[config.mk]
export PLATFORM = sky130hd
export DESIGN_NAME = gb_timer
export DESIGN_NICKNAME = d
export VERILOG_FILES = /design/src/rtl/gb_io_pkg.sv /design/src/rtl/gb_timer.sv
export SDC_FILE = /design/constraint.sdc
export NUM_CORES = 1
export LEC_CHECK = 0
export CAP_MARGIN = 0
export CELL_PAD_IN_SITES_DETAIL_PLACEMENT = 1
export CELL_PAD_IN_SITES_GLOBAL_PLACEMENT = 2
export CORE_UTILIZATION = 36
export CTS_CLUSTER_DIAMETER = 50
export DETAILED_ROUTE_END_ITERATION = 10
export GPL_ROUTABILITY_DRIVEN = 0
export GPL_TIMING_DRIVEN = 0
export PLACE_DENSITY_LB_ADDON = 0.12
export SLEW_MARGIN = 10
export SYNTH_ARGS = -nofsm -noshare
export SYNTH_HDL_FRONTEND = slang
export SYNTH_SLANG_ARGS = --single-unit
[constraint.sdc]
create_clock -name clock -period 6.73 [get_ports clock]
set_input_delay 1.346 -clock clock [delete_from_list [all_inputs] [get_ports clock]]
set_output_delay 1.346 -clock clock [all_outputs]
set_load 0.01 [all_outputs]
[src/rtl/gb_io_pkg.sv]
// gb_io_pkg: shared DMG I/O constants for the timer block and its address decode.
package gb_io_pkg;

    localparam logic [15:0] ADDR_DIV  = 16'hFF04;
    localparam logic [15:0] ADDR_TIMA = 16'hFF05;
    localparam logic [15:0] ADDR_TMA  = 16'hFF06;
    localparam logic [15:0] ADDR_TAC  = 16'hFF07;

    typedef enum logic [1:0] {
        TAC_1024 = 2'b00,
        TAC_16   = 2'b01,
        TAC_64   = 2'b10,
        TAC_256  = 2'b11
    } tac_sel_t;

    localparam logic [4:0] TAC_UNUSED_BITS = 5'b11111;

endpackage

[src/rtl/gb_timer.sv]
// gb_timer: DMG DIV/TIMA/TMA/TAC timer with falling-edge TIMA clocking and delayed TMA reload.
module gb_timer
    import gb_io_pkg::*;
#(
    parameter logic [15:0] BASE_ADDR = ADDR_DIV
) (
    input  logic        clock,
    input  logic        reset,
    input  logic [15:0] cpu_addr,
    input  logic        cpu_wren,
    input  logic [7:0]  cpu_data_in,
    output logic        hit,
    output logic [7:0]  data_out,
    output logic        timer_int
);

    localparam logic [1:0] OFF_DIV  = 2'(ADDR_DIV  - ADDR_DIV);
    localparam logic [1:0] OFF_TIMA = 2'(ADDR_TIMA - ADDR_DIV);
    localparam logic [1:0] OFF_TMA  = 2'(ADDR_TMA  - ADDR_DIV);
    localparam logic [1:0] OFF_TAC  = 2'(ADDR_TAC  - ADDR_DIV);

    logic [15:0] div_q, div_d;
    logic [7:0]  tima_q, tima_d;
    logic [7:0]  tma_q, tma_d;
    logic [2:0]  tac_q, tac_d;
    logic        reload_q, reload_d;
    logic        tap_q, tap_d;
    logic        int_q, int_d;

    logic [15:0] off;
    logic        wr_div, wr_tima, wr_tma, wr_tac, tima_wr, fall, tap_bit;
    tac_sel_t    sel;

    // The tap is evaluated on the post-edge DIV/TAC so that DIV and TAC writes
    // produce their falling-edge increment on the same edge as the write.
    always_comb begin
        off      = cpu_addr - BASE_ADDR;
        hit      = (off[15:2] == 14'd0);
        wr_div   = cpu_wren & hit & (off[1:0] == OFF_DIV);
        wr_tima  = cpu_wren & hit & (off[1:0] == OFF_TIMA);
        wr_tma   = cpu_wren & hit & (off[1:0] == OFF_TMA);
        wr_tac   = cpu_wren & hit & (off[1:0] == OFF_TAC);
        div_d    = wr_div ? 16'd0 : div_q + 16'd1;
        tac_d    = wr_tac ? cpu_data_in[2:0] : tac_q;
        tma_d    = wr_tma ? cpu_data_in : tma_q;
        sel      = tac_sel_t'(tac_d[1:0]);
        tap_bit  = (sel == TAC_16)  ? div_d[3] :
                   (sel == TAC_64)  ? div_d[5] :
                   (sel == TAC_256) ? div_d[7] : div_d[9];
        tap_d    = tac_d[2] & tap_bit;
        fall     = tap_q & ~tap_d;
        tima_wr  = wr_tima & ~int_q;
        reload_d = ~reload_q & ~tima_wr & fall & (tima_q == 8'hFF);
        int_d    = reload_q & ~tima_wr;
        tima_d   = reload_q ? (tima_wr ? cpu_data_in : tma_d) :
                   tima_wr  ? cpu_data_in :
                   fall     ? tima_q + 8'd1 : tima_q;
        data_out = !hit                 ? 8'hFF :
                   (off[1:0] == OFF_DIV)  ? div_q[15:8] :
                   (off[1:0] == OFF_TIMA) ? tima_q :
                   (off[1:0] == OFF_TMA)  ? tma_q : {TAC_UNUSED_BITS, tac_q};
    end

    always_ff @(posedge clock or negedge reset) begin
        if (!reset) begin
            div_q    <= '0;
            tima_q   <= '0;
            tma_q    <= '0;
            tac_q    <= '0;
            reload_q <= 1'b0;
            tap_q    <= 1'b0;
            int_q    <= 1'b0;
        end else begin
            div_q    <= div_d;
            tima_q   <= tima_d;
            tma_q    <= tma_d;
            tac_q    <= tac_d;
            reload_q <= reload_d;
            tap_q    <= tap_d;
            int_q    <= int_d;
        end
    end

    assign timer_int = int_q;

endmodule

==> reports/metrics.yaml <==
outcome:
  status: "complete, no violations"
global_routing:
  grt_use_met3: 0.0371
  grt.overflow.total: 0
  antenna_found_initial: 0
  grt_use_met2: 0.318
  grt_pass1_vias: 1975
  busiest_layer: "met2"
  use_met1: 0.281
  grt_max_degree: 29
  grt_pass1_wl_um: 9850
  track_usage: 0.201
route:
  viasPerCell: 5.48
  drt-initial-drc-count: 62
  wirelength_um: 5970
  wl_per_cell_um: 17.4
  first_pass_iters: 4
  drc: 0
  final_antenna_net_count: 0
  num_vias: 1879
logic_synthesis:
  synthDistinctLibCells: 42
  synth.avg_cell_area_um2: 10.0
  ys_seq_area_frac: 0.421
  syn-cell-area_mm2: 0.00226
  synth_seq_cells: 38
  synth_edf_count: 0
  synthCells: 225
  synth_compound_area_frac: 0.124
  synthMuxAreaShare: 0.136
  synth_top_family_by_area: "simple AND/OR/NAND/NOR gates"
  synth_fa_ha_area_frac: 0.0111
  synth_simple_gate_area_frac: 0.199
  ys.flop_type: "dfrtp_1"
  yosysWarnings: 0
  syn_nets: 254
  synth_xor_area_frac: 0.0815
  synth_async_sr_flop_share: 1.00
critical_path:
  start_kind: "input pin"
  cp.required_ns: 5.38
  cp.arrival_ns: 3.92
  path_class: "input pin to output port"
  slowest_stage: "or4b_1"
  critical_path.most_common_cell: "clkdlybuf4s50_1"
  path_cells: "clkdlybuf4s50_1 > or4b_1 > or4_1 > buf_2 > inv_1 > buf_4 > nand2b_1 > clkdlybuf4s50_1"
  critPathMaxStageDelay_ns: 0.53
  endpoint_kind: "output port"
  crit_path_max_fanout: 10
run:
  maxCapViolCount: 0
placed_design:
  dp_hpwl_um: 4550
  place_inst: 335
  dp_slack_ns: 1.45
  post_dp_cell_area_mm2: 0.00271
  io_buffers: 34
clock_tree:
  insertion_delay_ns: 0.29
  post_cts_resized: 0
  cts-root-buf: "clkbuf_8"
  cts.sinks: 38
  clockBufferDepth: 2
  cts_hold_buf: 0
  cts_setup_buffers: 0
  cts_tree: "yes"
  htreeDepth: 2
  tritoncts.num_buffers: 5
  clk_pin_slew_worst_paths_ns: 0.07
power_and_ir_drop:
  p_switching_uw: 134
  power_density_mw_per_mm2: 180
  vdd_drop_max_mv: 0.122
  clkPwrFrac: 0.327
  seqPwrFrac: 0.497
  total_power_uw: 502
  p_sw_frac: 0.267
  pwr-share-comb: 0.177
  p_int_uw: 368
  leakage_nw: 1.14
timing:
  hold_viol_final: 0
  fmax_mhz: 190
  post-route-period-util: 0.783
  worstMarginPinSlew_ns: 0.848
  slew-limit-headroom: 0.430
  holdWs_ns: 0.547
  setup_violations: 0
  finalCriticalPeriod_ns: 5.27
  worst_slack_ns: 1.46
  finClkSkew_ns: 0.00823
  setup_tns_ns: 0
  rsz0062_at_grt: "no"
  finalMaxSlewViolations: 0
layout:
  areaGrowthSynthToFinish_pct: 23.9
  layout-drive-gt1-share: 0.160
  n_antenna_cell: 0
  final_util: 0.467
  final_nets: 296
  fin_cells: 343
  stdcell_area_mm2: 0.00280
floorplan:
  ios: 37
  coreArea_mm2: 0.00599
  die_h_um: 81.2
  fp-row-count: 28
  die-area_mm2: 0.00659
  die_x_um: 81.2
  floorplan.initialDensity: 0.377
hold_path:
  min_path_type: "flop to flop"
## kinds of logic after synthesis
| family | count (synthesis) |
|---|---|
| and+or+nand+nor | 82 |
| AOI/OAI and AO/OA | 44 |
| DFF | 38 |
| muxes | 24 |
| xor gates and xnor gates | 21 |
| buffers and inverters | 14 |
| adders and majority gates | 2 |
## synthesized netlist by cell type (2+ instances only)
cell type / number / area (µm²)
clkbuf_1: 4 / 15.0
buf_1: 2 / 7.51
nand3_1: 14 / 70.1
mux2_2: 20 / 225
or4_1: 2 / 15.0
inv_1: 4 / 15.0
nand4_1: 6 / 37.5
buf_2: 3 / 15.0
xor2_1: 12 / 105
nor3_1: 3 / 15.0
o22ai_1: 23 / 144
nor2_1: 18 / 67.6
nand2b_1: 5 / 31.3
and3_1: 4 / 25.0
nor2b_1: 2 / 12.5
mux4_2: 3 / 67.6
o21ai_0: 2 / 10.0
nand4b_1: 2 / 17.5
and2_1: 2 / 12.5
a21oi_1: 9 / 45.0
ha_1: 2 / 25.0
nand2_1: 16 / 60.1
a21boi_0: 2 / 15.0
nand4b_2: 2 / 30.0
dfrtp_1: 38 / 951
xnor2_1: 9 / 78.8
## placed cells by master (no fill, tap or decap), drive strengths merged, types with 2 or more instances in the layout
| cell | netlist | routed |
|---|---|---|
| nand2 | 17 | 17 |
| nand4b | 4 | 4 |
| nor2 | 18 | 18 |
| buf | 6 | 8 |
| and3 | 4 | 4 |
| inv | 4 | 4 |
| o21ai | 3 | 3 |
| nand4 | 6 | 6 |
| xnor2 | 9 | 9 |
| a21boi | 2 | 2 |
| a21oi | 9 | 9 |
| or4 | 2 | 2 |
| ha | 2 | 2 |
| nor2b | 2 | 2 |
| o22ai | 23 | 23 |
| or2 | 2 | 2 |
| clkbuf | 4 | 11 |
| nor3 | 3 | 3 |
| and2 | 2 | 2 |
| mux2 | 21 | 21 |
| nand3 | 14 | 14 |
| mux4 | 3 | 3 |
| clkdlybuf4s50 | 0 | 33 |
| nand2b | 5 | 5 |
| dfrtp | 38 | 38 |
| xor2 | 12 | 12 |
## worst max-delay path: cells and delay by family
family,cells,cell delay (ns)
buffers and inverters,5,1.44
and+or+nand+nor,3,1.13
## routing by layer
metal	vias to the layer above	wire length (µm)
met5	-	0
met4	0	74
met3	8	134
met2	26	2820
met1	933	2950
li1	912	-
## layout make-up
type                    instances  area [µm²]
clock inverters                 1        5.00
repair buffers                 35         355
multi-input cells             173        1250
fillers                       687        3190
inverters                       4        15.0
clock buffers                   7        86.3
plain buffers                  10        45.0
well taps                      75        93.8
flip-flops and latches         38         951
## flip-flops by register name (all words and copies together), names as in the netlist
name and cells:
div_q 16, tima_q 8, tma_q 8, tac_q 3
reload_q 1, tap_q 1, timer_int 1
## power by group through the flow
stage	Clock [mW]	Combinational, mW	Sequential [mW]
finish	0.164	0.0887	0.249
global route	0.181	0.100	0.251
CTS	0.170	0.0901	0.249
detailed placement	0	0.0894	0.254
global placement	0	0.0865	0.254
floorplan	0	0.0577	0.250
## path summary, 6_finish.rpt
path	from	endpoint	slack [ns]	cells past startpoint
worst max-delay path	cpu_addr[5]	data_out[2]	1.46	8
worst min-delay path	div_q[15]	div_q[15]	0.55	2
worst max register to register	div_q[2]	tima_q[6]	4.23	7
worst min register to register	div_q[15]	div_q[15]	0.55	2
max in group asynchronous	reset	tima_q[6]	5.37	2
min in group asynchronous	reset	div_q[4]	0.92	1
(Power assumes the default switching activity.)
==> variant 1, RTL diff (same settings) <==
Register the inputs `cpu_addr`, `cpu_wren` and `cpu_data_in` before use, with the module's reset. The logic sees them one clock later.
--- a/src/rtl/gb_timer.sv
+++ b/src/rtl/gb_timer.sv
@@ -21,2 +21,18 @@
 
+    logic [15:0] cpu_addr_q;
+    logic cpu_wren_q;
+    logic [7:0] cpu_data_q;
+
+    always_ff @(posedge clock or negedge reset) begin
+        if (!reset) begin
+            cpu_addr_q <= '0;
+            cpu_wren_q <= '0;
+            cpu_data_q <= '0;
+        end else begin
+            cpu_addr_q <= cpu_addr;
+            cpu_wren_q <= cpu_wren;
+            cpu_data_q <= cpu_data_in;
+        end
+    end
+
     logic [15:0] div_q, div_d;
@@ -36,11 +52,11 @@
     always_comb begin
-        off      = cpu_addr - BASE_ADDR;
+        off      = cpu_addr_q - BASE_ADDR;
         hit      = (off[15:2] == 14'd0);
-        wr_div   = cpu_wren & hit & (off[1:0] == OFF_DIV);
-        wr_tima  = cpu_wren & hit & (off[1:0] == OFF_TIMA);
-        wr_tma   = cpu_wren & hit & (off[1:0] == OFF_TMA);
-        wr_tac   = cpu_wren & hit & (off[1:0] == OFF_TAC);
+        wr_div   = cpu_wren_q & hit & (off[1:0] == OFF_DIV);
+        wr_tima  = cpu_wren_q & hit & (off[1:0] == OFF_TIMA);
+        wr_tma   = cpu_wren_q & hit & (off[1:0] == OFF_TMA);
+        wr_tac   = cpu_wren_q & hit & (off[1:0] == OFF_TAC);
         div_d    = wr_div ? 16'd0 : div_q + 16'd1;
-        tac_d    = wr_tac ? cpu_data_in[2:0] : tac_q;
-        tma_d    = wr_tma ? cpu_data_in : tma_q;
+        tac_d    = wr_tac ? cpu_data_q[2:0] : tac_q;
+        tma_d    = wr_tma ? cpu_data_q : tma_q;
         sel      = tac_sel_t'(tac_d[1:0]);
@@ -54,4 +70,4 @@
         int_d    = reload_q & ~tima_wr;
-        tima_d   = reload_q ? (tima_wr ? cpu_data_in : tma_d) :
-                   tima_wr  ? cpu_data_in :
+        tima_d   = reload_q ? (tima_wr ? cpu_data_q : tma_d) :
+                   tima_wr  ? cpu_data_q :
                    fall     ? tima_q + 8'd1 : tima_q;
Check against the original RTL: not equivalent (Yosys sat finds a counterexample within 4 cycles, from zero or initial values and one cycle with reset low).
==> variant 1 against the unedited design <==
Via count rose by 8.8%; design area increased by 28%; setup slack gained 0.99 ns; synthesized area rose by 27%; routed wire length grew 11%; worst hold slack worse by 0.0068 ns; total power is 65% higher; sequential cell count up 25; die area increased by 26%; clock skew about the same; critical endpoint is now data_out[7].
==> variant 1: results (changes against the unedited design) <==
[outcome]
status = completed

[clock_network]
cts_setup_buffers = 0  ; unchanged
cts-htree-levels = 3  ; +1
clock_path_buffers = 2  ; unchanged
cts_buffers = 9  ; +4
cts_root_buffer = clkbuf_8
clkTransAtPathRegs_ns = 0.08
clock_latency_ns = 0.35  ; +0.06 ns
cts.repair.resized = 0  ; unchanged

[worst_hold_path]
min_path_type = flip-flop to flip-flop

[finish]
nets = 326  ; +10%
diodes = 0  ; unchanged
largestRegisters = cpu_addr_q x16, div_q x16
drive_gt1_share_pct = 15.56  ; -0.48 points

[yosys]
synthAdderAreaFrac_pct = 0.8753  ; -0.23 points
synthXorXnorAreaFrac_pct = 5.821  ; -2.3 points
ys_seq_area_share_pct = 55.14  ; +13 points
synth_cell_types = 36  ; -14%
synth_area_per_cell_um2 = 11.44  ; +14%
syn-num-nets = 279  ; +9.8%
synth_mux_area_share_pct = 10.59  ; -3.0 points
yosys-top-cells-count = 63 x dfrtp_1, 20 x mux2_2, 18 x nand2_1
synth_compound_area_share_pct = 8.709  ; -3.7 points
ys_warn_count = 0  ; unchanged
synthTopCellsByArea = dfrtp_1 55%, mux2_2 7.9%, o22ai_1 3.7%

[placement]
port_buffers = 36  ; +5.9%
dp.cells = 388  ; +16%
hpwl_um = 4604  ; +1.2%
place_ws_ns = 2.789  ; +1.344 ns

[critical_path]
slowest_stage = or4_4
crit_fanout = 10  ; unchanged
crit_arrival_ns = 2.93  ; -0.99 ns
max_stage_delay_ns = 0.56  ; +0.03 ns

[route]
viasPerCell = 5.062  ; -7.6%
drtIter0Drc = 59  ; -4.8%
wl_per_cell_um = 16.41  ; -5.7%
via_count = 2045  ; +8.8%
dr.pass1.iters = 4  ; unchanged

[global_route]
grt_pass1_wl_um = 11270  ; +15%
grt_pass1_vias = 2149  ; +8.8%
grt_start_max_net_pins = 64  ; +120%
antenna_found_initial = 0  ; unchanged
grt_usage_pct = 17.97  ; -2.2 points

[sta]
clock_skew_ns = 0.008645  ; +0.0004190 ns
setup-violations-final = 0  ; unchanged
tightest_slew_ns = 0.8624  ; +0.01409 ns

[pwr]
ir_worst_vdd_mv = 0.1220  ; -0.23%
p_leak_uw = 0.001589  ; +39%

## variant 1: layer usage
layer | global-route usage [%] | up-vias | share of wire (%)
met3 | 4.523 | 7 | 3.1
met4 | 7.540 | 0 | 1.3
met5 | 0 | - | 0
li1 | - | 990 | -
met2 | 26.52 | 39 | 46
met1 | 25.08 | 1009 | 49
## variant 1: worst paths after layout
kind | endpoint | cells after the start | slack (ns) | start
min | tac_q[2] | 2 | 0.54 | tac_q[2]
min reg2reg | tac_q[2] | 2 | 0.54 | tac_q[2]
max in group asynchronous | reload_q | 1 | 5.13 | reset
min in group asynchronous | div_q[1] | 1 | 1.07 | reset
max reg2reg | tima_q[3] | 8 | 3.47 | cpu_addr_q[5]
max | data_out[7] | 6 | 2.46 | cpu_addr_q[5]
## variant 1: per-stage QoR
| stage | area, um2 | util (%) |
|---|---|---|
| 2_1_floorplan | 2859 | - |
| 3_3_place_gp | 3347 | 43.54 |
| 3_5_place_dp | 3344 | 43.51 |
| 4_1_cts | 3575 | 46.50 |
| 5_1_grt | 3575 | 46.50 |
| 6_report | 3575 | 46.50 |
## variant 1: layout make-up
type                    count  area [um2]
repair buffers             36       357.8
multi-input cells         172        1221
well taps                 102       127.6
clock inverters             6       92.59
plain buffers               9       33.78
clock buffers              10       137.6
inverters                   6       27.53
fillers                   853        4113
flip-flops and latches     63        1577
## variant 1: power by group
part | leakage [uW] | internal, uW | switching [uW] | total, uW
combinational | 0.000671 | 24.1 | 19.9 | 43.9
clock | 0.000109 | 220 | 158 | 378
sequential | 0.000809 | 395 | 11.8 | 407
total | 0.00159 | 639 | 190 | 829
## variant 1: critical path, delay by kind of cell (launching register included)
family	cells	cell delay, ns
buf+inv	3	0.98
flops	1	0.36
simple gates	3	1.23
==> variant 2, RTL diff (config.mk and constraints unchanged) <==
Without the edit above. Put a register stage on the output `data_out`, with the module's reset. The value now appears one clock later. The other outputs are not delayed to match.
--- a/src/rtl/gb_timer.sv
+++ b/src/rtl/gb_timer.sv
@@ -20,2 +20,4 @@
     localparam logic [1:0] OFF_TAC  = 2'(ADDR_TAC  - ADDR_DIV);
+
+    logic [7:0] data_d;
 
@@ -57,3 +59,3 @@
                    fall     ? tima_q + 8'd1 : tima_q;
-        data_out = !hit                 ? 8'hFF :
+        data_d = !hit                 ? 8'hFF :
                    (off[1:0] == OFF_DIV)  ? div_q[15:8] :
@@ -85,2 +87,10 @@
 
+    always_ff @(posedge clock or negedge reset) begin
+        if (!reset) begin
+            data_out <= '0;
+        end else begin
+            data_out <= data_d;
+        end
+    end
+
 endmodule
Function: changed (a bounded check fails within 4 cycles, from zero or initial values and one cycle with reset low).
==> variant 2 against the unedited design <==
Design area increased by 7.9%; register-to-register slack got worse by 0.23 ns; synthesized area increased by 7.8%; sequential cell count increased by 8; first-iteration DRC count decreased by 23%; setup slack got worse by 0.020 ns; total power increased by 9.0%; non-clock buffer count increased by 1; routed wire length increased by 3.5%; clock power increased by 29%; largest power group unchanged; highest routed layer unchanged.
==> variant 2: results (changes against the unedited design) <==
[clock_network]
clkTransAtPathRegs_ns = 0.09  ; +0.02 ns
clock_path_buffers = 2  ; unchanged
cts-htree-levels = 2  ; unchanged
clock_latency_ns = 0.30
cts.repair.resized = 0  ; unchanged

[pwr]
p_leak_uw = 0.001249  ; +9.2%
ir_worst_vdd_mv = 0.07277  ; -40%
power.switching_uw = 126.4  ; -5.9%

[yosys]
ys_warn_count = 0  ; unchanged
synthTopCellsByArea = dfrtp_1 47%, mux2_2 9.3%, o22ai_1 4.4%
ys_async_sr_fraction_pct = 100.0  ; unchanged
synth_cell_types = 36  ; -14%
ys_seq_area_share_pct = 47.30  ; +5.2 points
yosys-top-cells-count = 46 x dfrtp_1, 20 x mux2_2, 18 x nand2_1
syn-num-nets = 262  ; +3.1%

[route]
routed-wl-met2_um = 2942  ; +4.4%
totalWireLength_um = 6181  ; +3.5%
viasPerCell = 5.428  ; -0.91%
wl_met1_um = 3117  ; +5.8%
wl_met3_um = 88  ; -34%
drtIter0Drc = 48  ; -23%

[placement]
placed_area_mm2 = 0.002905  ; +7.4%
place_ws_ns = 1.444  ; -0.001210 ns
port_buffers = 36  ; +5.9%
hpwl_um = 4724  ; +3.9%

[critical_path]
slowest_stage = clkdlybuf4s50_1
max_stage_delay_ns = 0.62  ; +0.09 ns
cpLargestDelayFamily = buffers and inverters
crit_arrival_ns = 3.94  ; +0.02 ns
crit_fanout = 10  ; unchanged

[global_route]
grt_start_max_net_pins = 33  ; +14%
grt_usage_pct = 19.48  ; -0.65 points
grt_pass1_wl_um = 10810  ; +9.7%
grt_pass1_vias = 2087  ; +5.7%

[sta]
setup-violations-final = 0  ; unchanged
slew_headroom_pct = 38.07  ; -4.9 points
clock_skew_ns = 0.01042  ; +0.002192 ns

[finish]
drive_gt1_share_pct = 14.39  ; -1.7 points
nets = 306  ; +3.4%
largest_register = div_q

[outcome]
status = completed

[worst_hold_path]
min_path_type = flip-flop to flip-flop

==> variant 2: cell count changes in the layout (fill, tap and decap cells not counted), sizes merged, moves of 3 or more <==
| cell | before | now |
|---|---|---|
| and3 | 4 | 7 |
| nor2 | 18 | 15 |
| o22ai | 23 | 17 |
| dfrtp | 38 | 46 |
| o21ai | 3 | 6 |
| buf | 8 | 4 |
==> variant 2: per-stage QoR <==
stage / util, % / cells / hold slack (ns)
CTS: 46.99 / 355 / 0.5513
global route: 46.99 / 355 / 0.5794
finish: 46.99 / 355 / 0.5498
detailed placement: 45.24 / 347 / 0.5261
global placement: 45.00 / 346 / 0.5090
floorplan: - / 233 / 0.4679
==> variant 2: final cells by class <==
type | instances | area, um2
Fill cell | 719 | 3405
Multi-Input combinational cell | 172 | 1221
Inverter | 6 | 27.53
Clock buffer | 5 | 68.82
Clock inverter | 3 | 43.79
Timing Repair Buffer | 37 | 375.4
Buffer | 9 | 33.78
Tap cell | 77 | 96.34
Sequential cell | 46 | 1151
==> variant 2: worst paths after layout <==
path,slack [ns],start,end,cells after the start
max in group asynchronous,5.27,reset,tma_q[1],2
setup reg to reg,4.00,div_q[2],tima_q[2],8
hold / removal,0.55,tma_q[2],tma_q[2],1
setup / recovery,1.44,cpu_addr[5],hit,6
min in group asynchronous,0.96,reset,div_q[4],1
hold reg to reg,0.55,tma_q[2],tma_q[2],1
==> variant 2: power groups by stage <==
| stage | clock network [uW] | registers [uW] | logic, uW |
|---|---|---|---|
| CTS | 218 | 288 | 49.9 |
| finish | 211 | 288 | 48.7 |
| detailed placement | 0 | 293 | 49.6 |
| floorplan | 0 | 292 | 21.0 |
| global placement | 0 | 293 | 47.8 |
| global route | 231 | 289 | 54.8 |
==> variant 2: cells by family after synthesis <==
kind of cell / synth area share, %
simple gates: 19.64
compound gates: 10.23
buf+inv: 2.520
flops: 47.30
xor+xnor: 6.838
fa+ha+maj: 1.028
mux: 12.44
==> variant 2: metal layers <==
| metal | vias to the layer above | GRT usage (%) |
|---|---|---|
| li1 | 938 | - |
| met1 | 975 | 27.81 |
| met2 | 12 | 31.30 |
| met4 | 0 | 5.016 |
| met3 | 2 | 2.655 |
| met5 | - | 0 |
